[src/rtl/dsp_pkg.sv]
// dsp_pkg: shared constants for the DSP48E2 multiply-add primitive wrapper.
// OPMODE layout is {W[1:0], Z[2:0], Y[1:0], X[1:0]}.
package dsp_pkg;

    // Native DSP48E2 port widths.
    localparam int A_W = 30;
    localparam int B_W = 18;
    localparam int C_W = 48;
    localparam int P_W = 48;

    // X=M, Y=M, W=0; Z selects the addend.
    localparam logic [8:0] OPMODE_MUL_ADD_C = 9'b00_011_01_01;  // Z = C
    localparam logic [8:0] OPMODE_MUL_ADD_P = 9'b00_010_01_01;  // Z = P (feedback)

    localparam logic [3:0] ALUMODE_ADD    = 4'b0000;             // Z + W + X + Y
    localparam logic [4:0] INMODE_DEFAULT = 5'b00000;            // A2/B2 paths, no pre-adder

endpackage

[src/rtl/dsp_muladd_ctrl.sv]
// dsp_muladd_ctrl: valid (and optional acc) shift register plus clock-enable
// generation for dsp_muladd_pipe. Optional feature macro: DSP_MULADD_ACC_EN.
//
// Handshake: a beat moves on an edge where valid and ready are both high.
// in_ready = adv = !out_valid | out_ready, so the pipe only stalls when a
// result is waiting and downstream refuses it; in_ready is combinational
// from out_ready.
module dsp_muladd_ctrl
    import dsp_pkg::*;
#(
    parameter int stages = 3
) (
    input  logic clock,
    input  logic reset,
    input  logic in_valid,
    input  logic out_ready,
`ifdef DSP_MULADD_ACC_EN
    input  logic acc,
    output logic acc_p,
`endif
    output logic in_ready,
    output logic out_valid,
    output logic ce,
    output logic cep
);

    logic [stages-1:0] vld;
    logic              adv;
    logic              vld_p;   // valid of the beat presented at the P-register input

    assign out_valid = vld[stages-1];
    assign adv       = !vld[stages-1] || out_ready;
    assign in_ready  = adv;
    assign ce        = adv;
    // Bubbles never load P, so y holds the last result between beats.
    assign cep       = adv && vld_p;

    generate
        if (stages == 1) begin : g_vld_one
            assign vld_p = in_valid;
            // Single valid bit tracking the P register.
            always_ff @(posedge clock) begin
                if (reset)    vld <= '0;
                else if (adv) vld <= in_valid;
            end
        end else begin : g_vld_multi
            assign vld_p = vld[stages-2];
            // Valid bits shift one stage per advance.
            always_ff @(posedge clock) begin
                if (reset)    vld <= '0;
                else if (adv) vld <= {vld[stages-2:0], in_valid};
            end
        end
    endgenerate

`ifdef DSP_MULADD_ACC_EN
    generate
        if (stages == 1) begin : g_acc_one
            assign acc_p = acc;
        end else begin : g_acc_multi
            logic [stages-2:0] acc_sr;
            assign acc_p = acc_sr[stages-2];
            // acc travels alongside its beat to pick OPMODE at the P stage.
            always_ff @(posedge clock) begin
                if (reset)    acc_sr <= '0;
                else if (adv) acc_sr <= (stages == 2) ? acc_sr'(acc)
                                                      : {acc_sr[(stages>2 ? stages-3 : 0):0], acc};
            end
        end
    endgenerate
`endif

endmodule

[src/rtl/dsp_muladd_pipe.sv]
// dsp_muladd_pipe: pipelined signed y = a*b + c (or a*b + previous y) written
// to map onto one DSP48E2 (AREG/BREG/CREG, MREG, PREG chosen by stages).
// Optional feature macro: DSP_MULADD_ACC_EN (per-beat Z=P accumulation).
module dsp_muladd_pipe
    import dsp_pkg::*;
#(
    parameter int width  = 8,
    parameter int stages = 3
) (
    input  logic             clock,
    input  logic             reset,
    input  logic             in_valid,
    output logic             in_ready,
    input  logic [width-1:0] a,
    input  logic [width-1:0] b,
    input  logic [width-1:0] c,
    input  logic             acc,
    output logic             out_valid,
    input  logic             out_ready,
    output logic [width-1:0] y
);

    logic ce;
    logic cep;
    logic z_sel_p;
    logic [8:0] opmode;

`ifdef DSP_MULADD_ACC_EN
    logic acc_p;
    dsp_muladd_ctrl #(.stages(stages)) u_ctrl (
        .clock     (clock),
        .reset     (reset),
        .in_valid  (in_valid),
        .out_ready (out_ready),
        .acc       (acc),
        .acc_p     (acc_p),
        .in_ready  (in_ready),
        .out_valid (out_valid),
        .ce        (ce),
        .cep       (cep)
    );
    assign opmode = acc_p ? OPMODE_MUL_ADD_P : OPMODE_MUL_ADD_C;
`else
    logic unused_acc;
    assign unused_acc = acc;
    dsp_muladd_ctrl #(.stages(stages)) u_ctrl (
        .clock     (clock),
        .reset     (reset),
        .in_valid  (in_valid),
        .out_ready (out_ready),
        .in_ready  (in_ready),
        .out_valid (out_valid),
        .ce        (ce),
        .cep       (cep)
    );
    assign opmode = OPMODE_MUL_ADD_C;
`endif

    assign z_sel_p = (opmode == OPMODE_MUL_ADD_P);

    // Sign-extend operands onto the native DSP port widths.
    logic signed [A_W-1:0] a_x;
    logic signed [B_W-1:0] b_x;
    logic signed [C_W-1:0] c_x;
    assign a_x = {{(A_W-width){a[width-1]}}, a};
    assign b_x = {{(B_W-width){b[width-1]}}, b};
    assign c_x = {{(C_W-width){c[width-1]}}, c};

    logic signed [A_W-1:0] a_s;
    logic signed [B_W-1:0] b_s;
    logic signed [C_W-1:0] c_s;
    logic signed [P_W-1:0] prod;
    logic signed [P_W-1:0] m_s;
    logic signed [P_W-1:0] c_m;   // addend aligned with the multiplier output
    logic signed [P_W-1:0] z;
    logic signed [P_W-1:0] p_r;

    generate
        if (stages == 3) begin : g_abc_reg
            // Input registers (AREG/BREG/CREG).
            always_ff @(posedge clock) begin
                if (reset) begin
                    a_s <= '0;
                    b_s <= '0;
                    c_s <= '0;
                end else if (ce) begin
                    a_s <= a_x;
                    b_s <= b_x;
                    c_s <= c_x;
                end
            end
        end else begin : g_abc_comb
            assign a_s = a_x;
            assign b_s = b_x;
            assign c_s = c_x;
        end
    endgenerate

    assign prod = P_W'(a_s) * P_W'(b_s);

    generate
        if (stages >= 2) begin : g_m_reg
            // Multiplier register (MREG); C is delayed with it so it meets
            // the product of the same beat at the P adder.
            always_ff @(posedge clock) begin
                if (reset) begin
                    m_s <= '0;
                    c_m <= '0;
                end else if (ce) begin
                    m_s <= prod;
                    c_m <= c_s;
                end
            end
        end else begin : g_m_comb
            assign m_s = prod;
            assign c_m = c_s;
        end
    endgenerate

    assign z = z_sel_p ? p_r : c_m;

    // Output register (PREG); loads only for real beats.
    always_ff @(posedge clock) begin
        if (reset)    p_r <= '0;
        else if (cep) p_r <= m_s + z;
    end

    assign y = p_r[width-1:0];

endmodule

[config.mk]
export PLATFORM = sky130hd
export DESIGN_NAME = dsp_muladd_pipe
export DESIGN_NICKNAME = d
export VERILOG_FILES = /design/src/rtl/dsp_pkg.sv /design/src/rtl/dsp_muladd_ctrl.sv /design/src/rtl/dsp_muladd_pipe.sv
export SDC_FILE = /design/constraint.sdc
export NUM_CORES = 1
export LEC_CHECK = 0
export CAP_MARGIN = 10
export CELL_PAD_IN_SITES_DETAIL_PLACEMENT = 1
export CELL_PAD_IN_SITES_GLOBAL_PLACEMENT = 1
export CORE_ASPECT_RATIO = 0.75
export CORE_UTILIZATION = 44
export DETAILED_ROUTE_END_ITERATION = 7
export PLACE_DENSITY = 0.93
export SYNTH_ARGS = -nofsm -noshare
export SYNTH_HDL_FRONTEND = slang
export SYNTH_SLANG_ARGS = --single-unit
[constraint.sdc]
create_clock -name clock -period 10.75 [get_ports clock]
set_input_delay 1.075 -clock clock [delete_from_list [all_inputs] [get_ports clock]]
set_output_delay 1.075 -clock clock [all_outputs]
set_load 0.1 [all_outputs]
# Word-level counts from Yosys, hierarchy flattened
# Index checks and enable logic that the tools add are counted.
dict set report word_totals {
  regBits 51
  inputBits 29
  out_inout_bits 10
}
dict set report op_classes {
  n_addsub 1
  multipliers 1
  n_reduce_logical 3
}
# op count
set ops {}
lappend ops {{$add 8x8->8} 1}
lappend ops {{$mul 8x8->8} 1}
lappend ops {{$logic_and 1x1->1} 1}
lappend ops {{$logic_not 1->1} 1}
lappend ops {{$logic_or 1x1->1} 1}

# Longest topological paths before layout
# Gate-level depths: netlist of the first run.
dict set report logic_depth {
  depth_word 3
  ltp_mapped 15
  mapped_depth_nobuf 15
}

# Hierarchy
# A second synthesis of the first run with hierarchy kept.
dict set report hier_totals {
  cells_unflattened 324
  area_unflattened_um2 3002.9
}
# mod instances cells_each area_each_um2 seq_area_each_um2
set modules_own_cells {}
lappend modules_own_cells {dsp_muladd_pipe 1 310 2862.7 960.9}
lappend modules_own_cells {dsp_muladd_ctrl 1 14 140.1 60.1}

# Worst setup path after synthesis of the first run
# Ideal clock, no wire load.
dict set report synth_path {
  kind {flip-flop to flip-flop}
  startpoint {register a_s[0]}
  endpoint {register m_s[7]}
  setup_ns 0.185
  arrival_time_ns 3.428
  setup_slack_ns 7.137
  stages_incl_launch_ff 15
  path_buffers 0
  path_cell_list {dfxtp_1 nand2_1 fa_1 fa_1 inv_1 ha_1 inv_1 fa_1 inv_1 ha_1 a21o_1 a21oi_1 xnor2_2 xnor2_1 a211oi_2}
}
dict set report synth_between {
  elab_chain_cells 1
}
# element line_no
set synth_lines {}
lappend synth_lines {{start, declared} dsp_muladd_pipe.sv:69} ;# logic signed [A_W-1:0] a_s;
lappend synth_lines {{start signal, assigned} dsp_muladd_pipe.sv:83} ;# a_s <= '0;
lappend synth_lines {{start signal, assigned} dsp_muladd_pipe.sv:87} ;# a_s <= a_x;
lappend synth_lines {{$mul 8x8->8} dsp_muladd_pipe.sv:99} ;# assign prod = P_W'(a_s) * P_W'(b_s);
lappend synth_lines {{end signal, assigned} dsp_muladd_pipe.sv:110} ;# m_s <= prod;
lappend synth_lines {{end, declared} dsp_muladd_pipe.sv:73} ;# logic signed [P_W-1:0] m_s;
# No other way between the ends.
# A chain may end at the register's enable or synchronous reset.

# Worst setup path in the final report of the first run
dict set report layout_path {
  startpoint {input out_ready}
  endpoint {output in_ready}
}
dict set report layout_between {
  elab_chain_cells 1
}
# element line_no
set layout_lines {}
lappend layout_lines {{start, declared} dsp_muladd_pipe.sv:19} ;# input logic out_ready,
lappend layout_lines {{$logic_or 1x1->1} dsp_muladd_ctrl.sv:32} ;# assign adv = !vld[stages-1] || out_ready;
lappend layout_lines {{end, declared} dsp_muladd_pipe.sv:13} ;# output logic in_ready,
# No other way between the ends.

==> results of run 1 <==
## layer usage
layer  routed length (um)  up-vias  GRT usage, %
met2                 3720       47          41.2
li1                     -     1231             -
met4                  174        0          6.86
met5                    0        -             0
met1                 3470     1216          31.1
met3                  277       17          4.69
## cell families (layout without fill, tap and decap cells)
logic type               count (synthesis)  count (layout)
AO/OA/AOI/OAI                           64              64
XOR/XNOR                                19              19
adder cells (fa/ha/maj)                 39              39
buffers and inverters                   49              79
flip-flops                              51              51
AND/OR/NAND/NOR                        143             143
## synth_stat cells (2+ instances only)
cell,number
nor2_1,10
buf_1,3
ha_1,26
inv_1,32
buf_2,2
dfxtp_1,51
a21o_1,2
xor2_1,3
nor3_1,3
xnor2_1,15
o21ai_0,5
clkbuf_1,12
and2_1,18
fa_1,13
nor2b_1,3
nand2_1,97
a21oi_1,50
nor4_1,3
nand3_1,3
## sequential cells by signal (all words and copies together) (netlist names)
name / count
a_s: 8
b_s: 8
c_m: 8
c_s: 8
m_s: 8
p_r: 8
u_ctrl.vld: 3
## final cells by class
| class | instances | share of cell area, % |
|---|---|---|
| multi-input combinational | 265 | 50.0 |
| sequential | 51 | 29.3 |
| timing repair buffer | 39 | 10.9 |
| tap | 81 | 2.91 |
| clock inverter | 2 | 1.11 |
| inverter | 32 | 3.44 |
| clock buffer | 6 | 2.37 |
## path summary, 6_finish.rpt
check,cells past startpoint,end,slack (ns),from
worst max-delay path,6,in_ready,6.07,out_ready
worst min-delay path,2,c_s[2],0.46,c_s[2]
worst max register to register,14,m_s[7],6.76,a_s[0]
worst min register to register,2,c_s[2],0.46,c_s[2]
## cells in the final DEF (no fill, tap or decap), types with 3 or more instances in the layout
cell and instances:
o21ai_0 5, nor3_1 3, nor4_1 3, xor2_1 3, and2_1 18, fa_1 13
a21oi_1 50, nand3_1 3, dfxtp_1 51, nor2_1 10, clkdlybuf4s50_1 36, clkbuf_8 6
ha_1 26, nand2_1 97, inv_1 32, xnor2_1 15
## critical path: cells and delay by family
kind | cells | cell delay (ns)
and+or+nand+nor | 1 | 0.04
buffers and inverters | 5 | 2.47
## power by group
group	internal, mW	leakage [nW]	switching [mW]
logic	0.0338	1.03	0.0430
registers	0.200	0.420	0.0106
clock network	0.0767	0.0618	0.0689
==> out/results.txt, run 1 <==
status = finished clean
Worst Setup End Kind = output pin
clk_skew = 0.00776 ns
Data required, critical path = 9.68 ns
highest clock rate = 213 MHz
Compound-Gate Fraction of Synth Area = 12.0%
Worst EP arrival = 3.61 ns
total power = 433 uW
final setup violation count = 0
number of synthesis warnings = 0
top post-synthesis cells by area = dfxtp_1 (35%), nand2_1 (12%), ha_1 (11%), fa_1 (8.8%), a21oi_1 (8.5%)
critical path class = in -> out
Antenna Cells = 0
Synth Area in Adders = 19.9%
RSZ-0062 raised after global routing = no
final core utilization = 54.6%
Post-Synthesis Cell Area = 2950 um2
XOR/XNOR Fraction of Synth Area = 5.90%
buffer count from post-CTS setup fixing = 0
worst-margin pin slew = 0.977 ns
Gate Count Post-Synth = 365
GRT Total Usage = 24.1%
CP peak stage delay = 1.22 ns
Pwr Density = 124 nW/um2
Port-buffer cells = 37
total I/O pin count = 39
GRT overflow = 0
area occupied by multi-input gates = 1740 um2
total vias in the final route = 2511
Final Hold Fails = 0
number of remaining DRC errors = 0
CTS tree = done
final critical-path required period = 4.68 ns
number of placed instances, taps included = 468
vias in the first global route = 2702
dpl hpwl = 5410 um
class of the tightest hold or removal check = reg -> reg
ys async rst share = 0%
post_cts resized = 0
1st-pass router iterations = 4
Hold-fix buffers, CTS = 0
Hold Worst Slack = 0.459 ns
Design Area, Final = 3490 um2
Max Slew Vio Count = 0
TritonCTS Buffers = 5
largest family of logic cells by synthesized area = simple AND/OR/NAND/NOR gates
row cnt = 25
worst skew pair latency = 0.31 ns
Reg area = 1020 um2
mux share of post-synthesis cell area = 0%
largest area contributor in the synthesized netlist = dfxtp_1
register bit total from synthesis = 51
TNS Setup = 0 ns
main flop type after synthesis = dfxtp_1
Placed Area = 3370 um2
Fill cells = 798
maximum VDD drop = 68.8 uV
Initial Utilization = 46.2%
simple-gate share of the synthesized area = 21.3%
crit path max fanout = 48
Setup WS pre-CTS = 6.04 ns
final net count = 462
Pleak = 1.51 nW
post-synthesis cell type count = 33
maximum clock insertion buffer count = 2
ANT nets after route = 0
Post-synth EDFFs = 0
Die Y = 72.9 um
largest net degree at the start of global routing = 55
Reg clk slew, reported paths = 0.09 ns
share of the synthesized area in the top cell type = 34.6%
critical path's slowest cell = clkdlybuf4s50_1
DIE AREA = 7030 um2
period utilisation layout = 43.6%
core area = 6380 um2
die width = 96.5 um
CTS H-tree lvls = 2
Setup crit start kind = input port
Post-Route WL = 7650 um
Wirelength per Cell = 16.1 um
first-pass GRT wire length = 12700 um
global placer's final weighted congestion = 0.849
final setup margin = 6.07 ns
post-synthesis sequential area ratio = 34.6%
Avg Cell Area, Syn = 8.08 um2
clock sinks = 51
Vias/cell = 5.28
Syn Nets = 433
antenna violations before repair = 0
DRT iter0 DRCs = 91
Root Buffer = clkbuf_8
layout cell share with drive strength beyond 1 = 3.80%
Max Cap Viol = 0
slew margin rel. = 34.7%
Area Growth Syn to Fin = 18.3%
worst path cell trace = clkdlybuf4s50_1, nor2b_2, buf_4, inv_1, buf_4, clkdlybuf4s50_1
fin cells = 476
Power figures use the tool's default switching activity.
==> inputs of run 2 (changes only) <==
- CORE_UTILIZATION: 44 -> 41
- PLACE_DENSITY: 0.93 -> 0.88
- clock period: 10.75 -> 4.6 ns (I/O delays scaled with it)
==> out/results.txt, run 2 (synthesis gave the netlist of run 1 again) <==
status = finished clean
Hold-fix buffers, CTS = 0
Setup crit start kind = flop
commonest non-fill, non-tap cell in the layout = nand2_1
vias in the first global route = 2518
Data required, critical path = 4.76 ns
maximum VDD drop = 191 uV
most frequent cells in the layout = nand2_1 (97), dfxtp_1 (51), a21oi_1 (50)
Max Cap Viol = 0
worst-margin pin slew = 0.993 ns
Worst Setup End Kind = flop
period utilisation layout = 83.9%
Max Slew Vio Count = 0
final setup violation count = 0
CTS H-tree lvls = 2
DRT iter0 DRCs = 79
clk_skew = 0.00463 ns
antenna violations before repair = 0
die width = 99.9 um
Pwr Density = 281 nW/um2
TNS Setup = 0 ns
DIE AREA = 7540 um2
CTS tree = done
R2R Setup Slk = 0.74 ns
final setup margin = 0.739 ns
Setup WS pre-CTS = 0.741 ns
maximum clock insertion buffer count = 2
final core utilization = 50.6%
ANT nets after route = 0
Initial Utilization = 42.7%
crit path max fanout = 9
class of the tightest hold or removal check = reg -> reg
critical path class = reg -> reg
slew margin rel. = 33.8%
TritonCTS Buffers = 5
Port-buffer cells = 37
layout cell share with drive strength beyond 1 = 3.81%
RSZ-0062 raised after global routing = no
highest clock rate = 259 MHz
core area = 6900 um2
Area Growth Syn to Fin = 18.4%
buffer count from post-CTS setup fixing = 0
1st-pass router iterations = 4
largest net degree at the start of global routing = 55
total vias in the final route = 2501
Fill cells = 883
Hold Worst Slack = 0.461 ns
Wirelength per Cell = 14.5 um
Final Hold Fails = 0
GRT overflow = 0
post_cts resized = 0
worst skew pair latency = 0.31 ns
Worst EP arrival = 4.02 ns
total I/O pin count = 39
GRT Total Usage = 20.6%
global placer's final weighted congestion = 0.850
Die Y = 75.4 um
clock sinks = 51
final net count = 462
row cnt = 26
Post-Route WL = 7130 um
total power = 981 uW
final critical-path required period = 3.86 ns
dpl hpwl = 5240 um
Vias/cell = 5.08
Antenna Cells = 0
number of remaining DRC errors = 0
Root Buffer = clkbuf_8
first-pass GRT wire length = 12000 um
Reg clk slew, reported paths = 0.09 ns
Pleak = 1.50 nW
[run 2: per-layer routing]
layer  vias to the layer above  global-route usage, %  part of all wire [%]
met5                         -                      0                     0
li1                       1229                      -                     -
met4                         0                   5.56                   1.1
met2                        44                   36.2                    48
met3                        11                   4.04                   4.0
met1                      1217                   26.5                    47
[run 2: power by group]
group / internal, mW / switching, mW / leakage (nW)
logic: 0.0781 / 0.0973 / 1.03
registers: 0.467 / 0.0240 / 0.420
clock network: 0.159 / 0.155 / 0.0502
total: 0.705 / 0.276 / 1.50
[run 2: worst paths after layout]
path	startpoint	depth (start not counted)	end
setup reg to reg	a_s[0]	14	m_s[7]
setup / recovery	a_s[0]	14	m_s[7]
hold reg to reg	c_s[1]	2	c_s[1]
hold / removal	c_s[1]	2	c_s[1]
[run 2: worst max-delay path, stage by stage (launching register included)]
cell and delay, ns:
dfxtp_1 0.49, nand2_1 0.13, fa_1 0.45, fa_1 0.55, inv_1 0.04, ha_1 0.27, inv_1 0.05, fa_1 0.60
inv_1 0.06, ha_1 0.29, a21o_1 0.16, a21oi_1 0.23, xnor2_2 0.10, xnor2_1 0.19, a211oi_2 0.09
[run 2: per-stage QoR]
| stage | instances | instance area, um2 |
|---|---|---|
| after floorplan | 365 | 2950 |
| after global placement | 485 | 3380 |
| after detailed placement | 485 | 3380 |
| after CTS | 492 | 3490 |
| after global routing | 492 | 3490 |
| final | 492 | 3490 |
[run 2: final cells by class]
type	count	area [um2]	area share, %
multi-input combinational	265	1740	49.9
sequential	51	1020	29.2
timing repair buffer	39	378	10.8
tap	98	123	3.51
inverter	32	120	3.44
clock buffer	5	68.8	1.97
clock inverter	2	37.5	1.08
